==> src/rtl/deserializador_if.sv <==
// Handshake bundle between the serial-to-parallel front end and its environment.
// master is the deserializer's view; slave is the bit source / word consumer.
interface deserializador_if #(
  parameter int WIDTH = 8
);
  logic             data_in;
  logic             write_in;
  logic             ack_in;
  logic [WIDTH-1:0] data_out;
  logic             data_ready;
  logic             status_out;
  logic             drop_out;

  modport master (
    input  data_in,
    input  write_in,
    input  ack_in,
    output data_out,
    output data_ready,
    output status_out,
    output drop_out
  );

  modport slave (
    output data_in,
    output write_in,
    output ack_in,
    input  data_out,
    input  data_ready,
    input  status_out,
    input  drop_out
  );
endinterface

==> src/rtl/deserializador.sv <==
// Collects serial bits into WIDTH-bit words; word is presented the edge after its last bit.
// While a word awaits ack the block is busy: incoming bits are discarded and flagged on drop_out.
module deserializador #(
  parameter int WIDTH     = 8,
  parameter bit MSB_FIRST = 1'b1
) (
  input  logic              clk_100KHz,
  input  logic              reset,
  deserializador_if.master  bus
);

  localparam int CW = $clog2(WIDTH + 1);

  typedef enum logic {
    COLLECT,
    HOLD
  } state_t;

  state_t           state;
  state_t           state_nxt;
  logic [CW-1:0]    count;
  logic [WIDTH-1:0] shift_q;
  logic [WIDTH-1:0] shift_nxt;
  logic [WIDTH-1:0] word_q;
  logic             drop_q;
  logic             accept;
  logic             last_bit;

  assign accept   = (state == COLLECT) && bus.write_in;
  assign last_bit = (count == CW'(WIDTH - 1));

  // Bit ordering is fixed at elaboration; only one shift direction is built.
  generate
    if (MSB_FIRST) begin : g_msb_first
      assign shift_nxt = {shift_q[WIDTH-2:0], bus.data_in};
    end else begin : g_lsb_first
      assign shift_nxt = {bus.data_in, shift_q[WIDTH-1:1]};
    end
  endgenerate

  always_ff @(posedge clk_100KHz or negedge reset) begin
    if (!reset) begin
      state <= COLLECT;
    end else begin
      state <= state_nxt;
    end
  end

  always_comb begin
    state_nxt = state;
    case (state)
      COLLECT: begin
        if (accept && last_bit) begin
          state_nxt = HOLD;
        end
      end
      HOLD: begin
        if (bus.ack_in) begin
          state_nxt = COLLECT;
        end
      end
      default: state_nxt = COLLECT;
    endcase
  end

  // The completed word is taken from shift_nxt so the final bit lands in the same edge.
  always_ff @(posedge clk_100KHz or negedge reset) begin
    if (!reset) begin
      count   <= '0;
      shift_q <= '0;
      word_q  <= '0;
      drop_q  <= 1'b0;
    end else begin
      drop_q <= (state == HOLD) && bus.write_in;
      if (accept) begin
        if (last_bit) begin
          word_q  <= shift_nxt;
          shift_q <= '0;
          count   <= '0;
        end else begin
          shift_q <= shift_nxt;
          count   <= count + CW'(1);
        end
      end
    end
  end

  assign bus.data_out   = word_q;
  assign bus.data_ready = (state == HOLD);
  assign bus.status_out = (state == HOLD);
  assign bus.drop_out   = drop_q;

endmodule

==> src/flat_wrapper.sv <==
// flat-port wrapper written by rule: the top's interface ports become plain ports
module deserializador_flat 
#(
  parameter int WIDTH     = 8,
  parameter bit MSB_FIRST = 1'b1
)
  (clk_100KHz, reset, bus_data_in, bus_write_in, bus_ack_in, bus_data_out, bus_data_ready, bus_status_out, bus_drop_out);
  deserializador_if #(.WIDTH(WIDTH)) bus_i ();
  input  logic clk_100KHz;
  input  logic reset;
  input wire logic [$bits(bus_i.data_in)-1:0] bus_data_in;
  input wire logic [$bits(bus_i.write_in)-1:0] bus_write_in;
  input wire logic [$bits(bus_i.ack_in)-1:0] bus_ack_in;
  output wire logic [$bits(bus_i.data_out)-1:0] bus_data_out;
  output wire logic [$bits(bus_i.data_ready)-1:0] bus_data_ready;
  output wire logic [$bits(bus_i.status_out)-1:0] bus_status_out;
  output wire logic [$bits(bus_i.drop_out)-1:0] bus_drop_out;
  assign bus_i.data_in = bus_data_in;
  assign bus_i.write_in = bus_write_in;
  assign bus_i.ack_in = bus_ack_in;
  assign bus_data_out = bus_i.data_out;
  assign bus_data_ready = bus_i.data_ready;
  assign bus_status_out = bus_i.status_out;
  assign bus_drop_out = bus_i.drop_out;
  deserializador #(.WIDTH(WIDTH), .MSB_FIRST(MSB_FIRST)) u_core (.clk_100KHz(clk_100KHz), .reset(reset), .bus(bus_i));
endmodule
==> config.mk <==
export PLATFORM = sky130hd
export DESIGN_NAME = deserializador_flat
export DESIGN_NICKNAME = d
export VERILOG_FILES = /design/src/rtl/deserializador_if.sv /design/src/rtl/deserializador.sv /design/src/flat_wrapper.sv
export SDC_FILE = /design/constraint.sdc
export NUM_CORES = 1
export LEC_CHECK = 0
export CORE_UTILIZATION = 49
export DETAILED_ROUTE_END_ITERATION = 6
export GPL_ROUTABILITY_DRIVEN = 0
export PLACE_DENSITY = 0.76
export SETUP_SLACK_MARGIN = 0.05
export SYNTH_ARGS = -nofsm -noshare
export SYNTH_HDL_FRONTEND = slang
export SYNTH_SLANG_ARGS = --single-unit
==> constraint.sdc <==
create_clock -name clk_100KHz -period 1.7 [get_ports clk_100KHz]
set_clock_uncertainty 0.05 [all_clocks]
set_input_delay 0.425 -clock clk_100KHz [delete_from_list [all_inputs] [get_ports clk_100KHz]]
set_output_delay 0.425 -clock clk_100KHz [all_outputs]
set_load 0.01 [all_outputs]
Word level (Yosys, flattened, before mapping)
Index checks and enable logic that the tools add are counted.
Word-level totals
  register bits after elaboration: 21
  latch bits: 0
  RAM bits: 0
  bits in read-only memories: 0
  bits of input ports: 5
  output and inout bits: 11
  logic and storage cells: 17
  memories kept: 0
Cells by class
  $add $sub $neg: 1
  multiply operators: 0
  divide/modulo/power cells: 0
  magnitude comparators: 0
  equality and inequality tests: 1
  shifts and indexed selects: 0
  multiplexer cells: 5
  bitwise logic cells: 1
  reduce and logical (&&, ||, !) cells: 4
Operators with widths (number)
  $mux 7: 1
  $add 4x1->4 const B: 1
  $eq 4x3->1 const B: 1
  $mux 4: 1
  $logic_and 1x1->1: 3
  $mux 1: 2
  $pmux 1 s2: 1
  $reduce_and 2->1: 1
  $not 1->1: 1

Logic depth before layout (Yosys ltp)
  word-level depth: 5
  depth in mapped cells: 5
  depth with buffers taken out: 4

Least setup slack after synthesis
No wires, ideal clock.
  path type: register to register
  start point: reg u_core.count[0]
  end point: reg u_core.word_q[0], in the netlist u_core.bus.data_out[0]
  library setup time: 0.125 ns
  data arrival time: 1.194 ns
  required time: 1.525 ns
  setup slack: 0.331 ns
  stages on the path, launching flop included: 5
  buffers on the path: 0
  period minus slack after synthesis: 1.369 ns
  cell sequence: dfrtp_1 -> ha_1 -> nand3b_4 -> nor2_4 -> mux2_2
On the way
  word-level cells in the longest chain between the ends: 2
RTL lines
  from (decl): line deserializador.sv:21  | logic [CW-1:0] count;
  from (signal assigned): line deserializador.sv:82  | count <= count + CW'(1);
  $eq 4x3->1: line deserializador.sv:30  | assign last_bit = (count == CW'(WIDTH - 1));
  $reduce_and 2->1 (no source line)
  to (signal assigned): line deserializador.sv:77  | word_q <= shift_nxt;
  to (decl): line deserializador.sv:24  | logic [WIDTH-1:0] word_q;
No other way between the ends.
A chain may end at the register's enable or synchronous reset.

Worst setup path in the final report
  start point: reg u_core.state, in the netlist u_core.bus.data_ready
  end point: out bus_status_out
RTL lines
  from (decl): line deserializador.sv:19  | state_t state;
  from (signal assigned): line deserializador.sv:45  | state <= state_nxt;
  to (decl): line flat_wrapper.sv:16  | output wire logic [$bits(bus_i.status_out)-1:0] bus_status_out;
No word-level cell between the ends.

==> reports/summary.txt <==
CTS Sinks -> 21
leading area contributor after synthesis -> dfrtp_1
Synth top cells by count -> dfrtp_1, mux2_2, a22o_2
GRT Util Overall -> 15.8%
Congestion Overflow GR -> 0
main flop type after synthesis -> dfrtp_1
Final min period -> 1.59 ns
initial antenna violation count -> 0
Syn Nets -> 64
synth top area cells -> dfrtp_1, mux2_2, a22o_2
Netlist cell types -> 20
switching power -> 0.000491 W
CP max FO -> 3
status -> finished clean
hold crit path type -> input port to asynchronous set/reset pin
Area after DPL -> 1040 um^2
DR iter-0 viols -> 10
vias in the first global route -> 514
crit-path max cell delay -> 0.40 ns
clk_lat worst skew -> 0.30 ns
combinational share of power -> 35.1%
Critical Path Slowest Stage Cell -> dfrtp_1
Die W -> 43.9 um
Inserted Diodes -> 0
Synthesis Warnings -> 0
detailed-route via count -> 520
Clock transition at path regs -> 0.11 ns
nets -> 90
Async SR Flop Fraction -> 100%
Antenna Nets Post-Route -> 0
Clock Root Buffer -> clkbuf_4
Syn Std Cell Area -> 858 um^2
sequential fraction of the synthesis area -> 61.2%
switch share -> 30.2%
vias per cell -> 5.25
worst setup path class -> flip-flop to primary output
first-pass GRT wire length -> 2.23 mm
Post-Syn Instances -> 58
share of layout cells above drive strength 1 -> 39.8%
Design Area, Final -> 1090 um^2
CP top delay family -> buffers and inverters
sequential group share of total power -> 50.6%
Hold Fails Final Rpt -> 0
measured slew at the worst slew-check pin -> 0.258 ns
CTS tree -> yes
Buffers on Ports -> 15
Worst slew margin -> 82.8%
syn avg cell area -> 14.8 um^2
crit-path cells -> buf_4 -> dlygate4sd2_1
Max clock buf depth -> 2
drt wl/cell -> 13.4 um
Leak -> 0.582 nW
EDFF count, synth -> 0
# H-tree levels -> 1
Critical Path Start Type -> flip-flop
P&R area growth vs syn -> 26.8%
TNS Setup -> 0 ns
Slew Viols, Final -> 0
post-DP HPWL -> 921 um
max-cap violations -> 0
post-synth top area share -> 61.2%
FMAX -> 0.630 GHz
CP arrival -> 1.11 ns
Initial Util -> 54.4%
Util after Layout -> 69.0%
clock buffer count from CTS -> 3
Pint -> 0.00113 W
sum of buffers and inverters on the critical path -> 2
CP Data Required Time -> 1.22 ns
pre-CTS WS -> -0.169 ns
wirelength, routed -> 1.33 mm
number of remaining DRC errors -> 0
std cell rows -> 14
Final setup viols -> 0
Core ar. -> 1580 um^2
fin crit share -> 93.3%
Clk network pwr share -> 14.3%
Peak supply drop -> 848 uV
CP Capture Type -> primary output
flops & latches, synth -> 21
die height -> 43.9 um
pin count of the biggest net entering global routing -> 22
Boundary Pins -> 16
final setup margin -> 0.114 ns
PwrDens -> 1490 nW/um^2
RSZ-0062 raised after global routing -> no
die area -> 1920 um^2
DRT Pass-1 Iters -> 6
count leader, synth -> dfrtp_1
-- worst paths after layout --
check                                                    from                                 end  slack [ns]  depth (start not counted)
max in group asynchronous                               reset         u_core.count[2]$_DFFE_PN0P_        0.99                          2
min                                                     reset  u_core.bus.data_out[6]$_DFFE_PN0P_        0.41                          2
min in group clk_100KHz    u_core.bus.data_out[3]$_DFFE_PN0P_  u_core.bus.data_out[3]$_DFFE_PN0P_        0.46                          1
min reg2reg                u_core.bus.data_out[3]$_DFFE_PN0P_  u_core.bus.data_out[3]$_DFFE_PN0P_        0.46                          1
max reg2reg                   u_core.bus.data_ready$_DFF_PN0_  u_core.bus.data_out[1]$_DFFE_PN0P_        0.12                          5
max                           u_core.bus.data_ready$_DFF_PN0_                      bus_status_out        0.11                          2
-- power by group through the flow --
stage / clock [W] / sequential [W] / combinational [W]
final: 0.000232 / 0.000823 / 0.000571
after global routing: 0.000255 / 0.000848 / 0.000621
after CTS: 0.000243 / 0.000825 / 0.000567
after detailed placement: 0 / 0.000844 / 0.000597
after global placement: 0 / 0.000839 / 0.000586
after floorplan: 0 / 0.000855 / 0.000332
-- area by class of cell --
class / instances / area (um^2)
multi-input combinational: 33 / 305
tap: 16 / 20.0
fill: 123 / 488
inverter: 1 / 3.75
timing repair buffer: 24 / 208
sequential: 21 / 526
clock buffer: 4 / 26.3
-- layout by cell type (no fill, tap or decap) --
cell / Yosys / routed
and2b_4: 1 / 1
dlygate4sd2_1: 0 / 10
and2_1: 1 / 1
mux2_2: 9 / 9
nand3b_4: 1 / 1
clkbuf_1: 0 / 1
clkdlybuf4s50_1: 0 / 4
inv_1: 1 / 1
dlymetal6s2s_1: 0 / 1
o22ai_1: 1 / 1
nor2_4: 1 / 1
dfrtp_1: 21 / 21
xnor2_1: 1 / 1
a22o_2: 7 / 7
nand3_1: 1 / 1
clkbuf_4: 0 / 3
nand2b_4: 1 / 1
or4_1: 1 / 1
and2_4: 1 / 1
o21ai_0: 1 / 1
nand2_1: 5 / 5
ha_1: 1 / 1
buf_4: 1 / 9
-- cell families after synthesis --
group | after synthesis | synth area share, %
AOI/OAI and AO/OA | 9 | 9.48
xor gates and xnor gates | 1 | 1.02
adders and majority gates | 1 | 1.46
buffers and inverters | 4 | 3.21
DFF | 21 | 61.2
muxes | 9 | 11.8
and+or+nand+nor | 13 | 11.8
-- state kept, by name, indices dropped and copies added, names as in the netlist --
name	flops
u_core.bus.data_out	8
u_core.bus.drop_out	1
u_core.shift_q	7
u_core.bus.data_ready	1
u_core.count	4
-- worst reg2reg max path, cell delays in order, from the launching register on --
cell	delay, ns
dfrtp_1	0.40
buf_4	0.14
buf_4	0.13
nand2b_4	0.16
nor2_4	0.22
mux2_2	0.37
-- repair_timing --
action                     4_1_cts  5_1_grt
setup buffers                    3        1
hold endpoints to repair         0        0
gates resized for setup         10        1
pin swaps                        0        1
setup endpoints to repair       10        9
hold buffers                     0        0
-- metal layers --
metal / up-vias / wire [um] / track usage, %
met3: 2 / 34 / 2.50
li1: 252 / - / -
met1: 255 / 646 / 22.6
met4: 0 / 19 / 5.45
met5: - / 0 / 0
met2: 11 / 625 / 24.8
-- through the flow --
| step | hold slack, ns | instances | power, W |
|---|---|---|---|
| finish | 0.406 | 99 | 0.00163 |
| global route | 0.428 | 99 | 0.00172 |
| CTS | 0.412 | 98 | 0.00163 |
| detailed placement | 0.438 | 91 | 0.00144 |
| global placement | 0.436 | 91 | 0.00142 |
| floorplan | 0.0794 | 58 | 0.00119 |
Note: power is estimated with default switching activity, not from simulation.
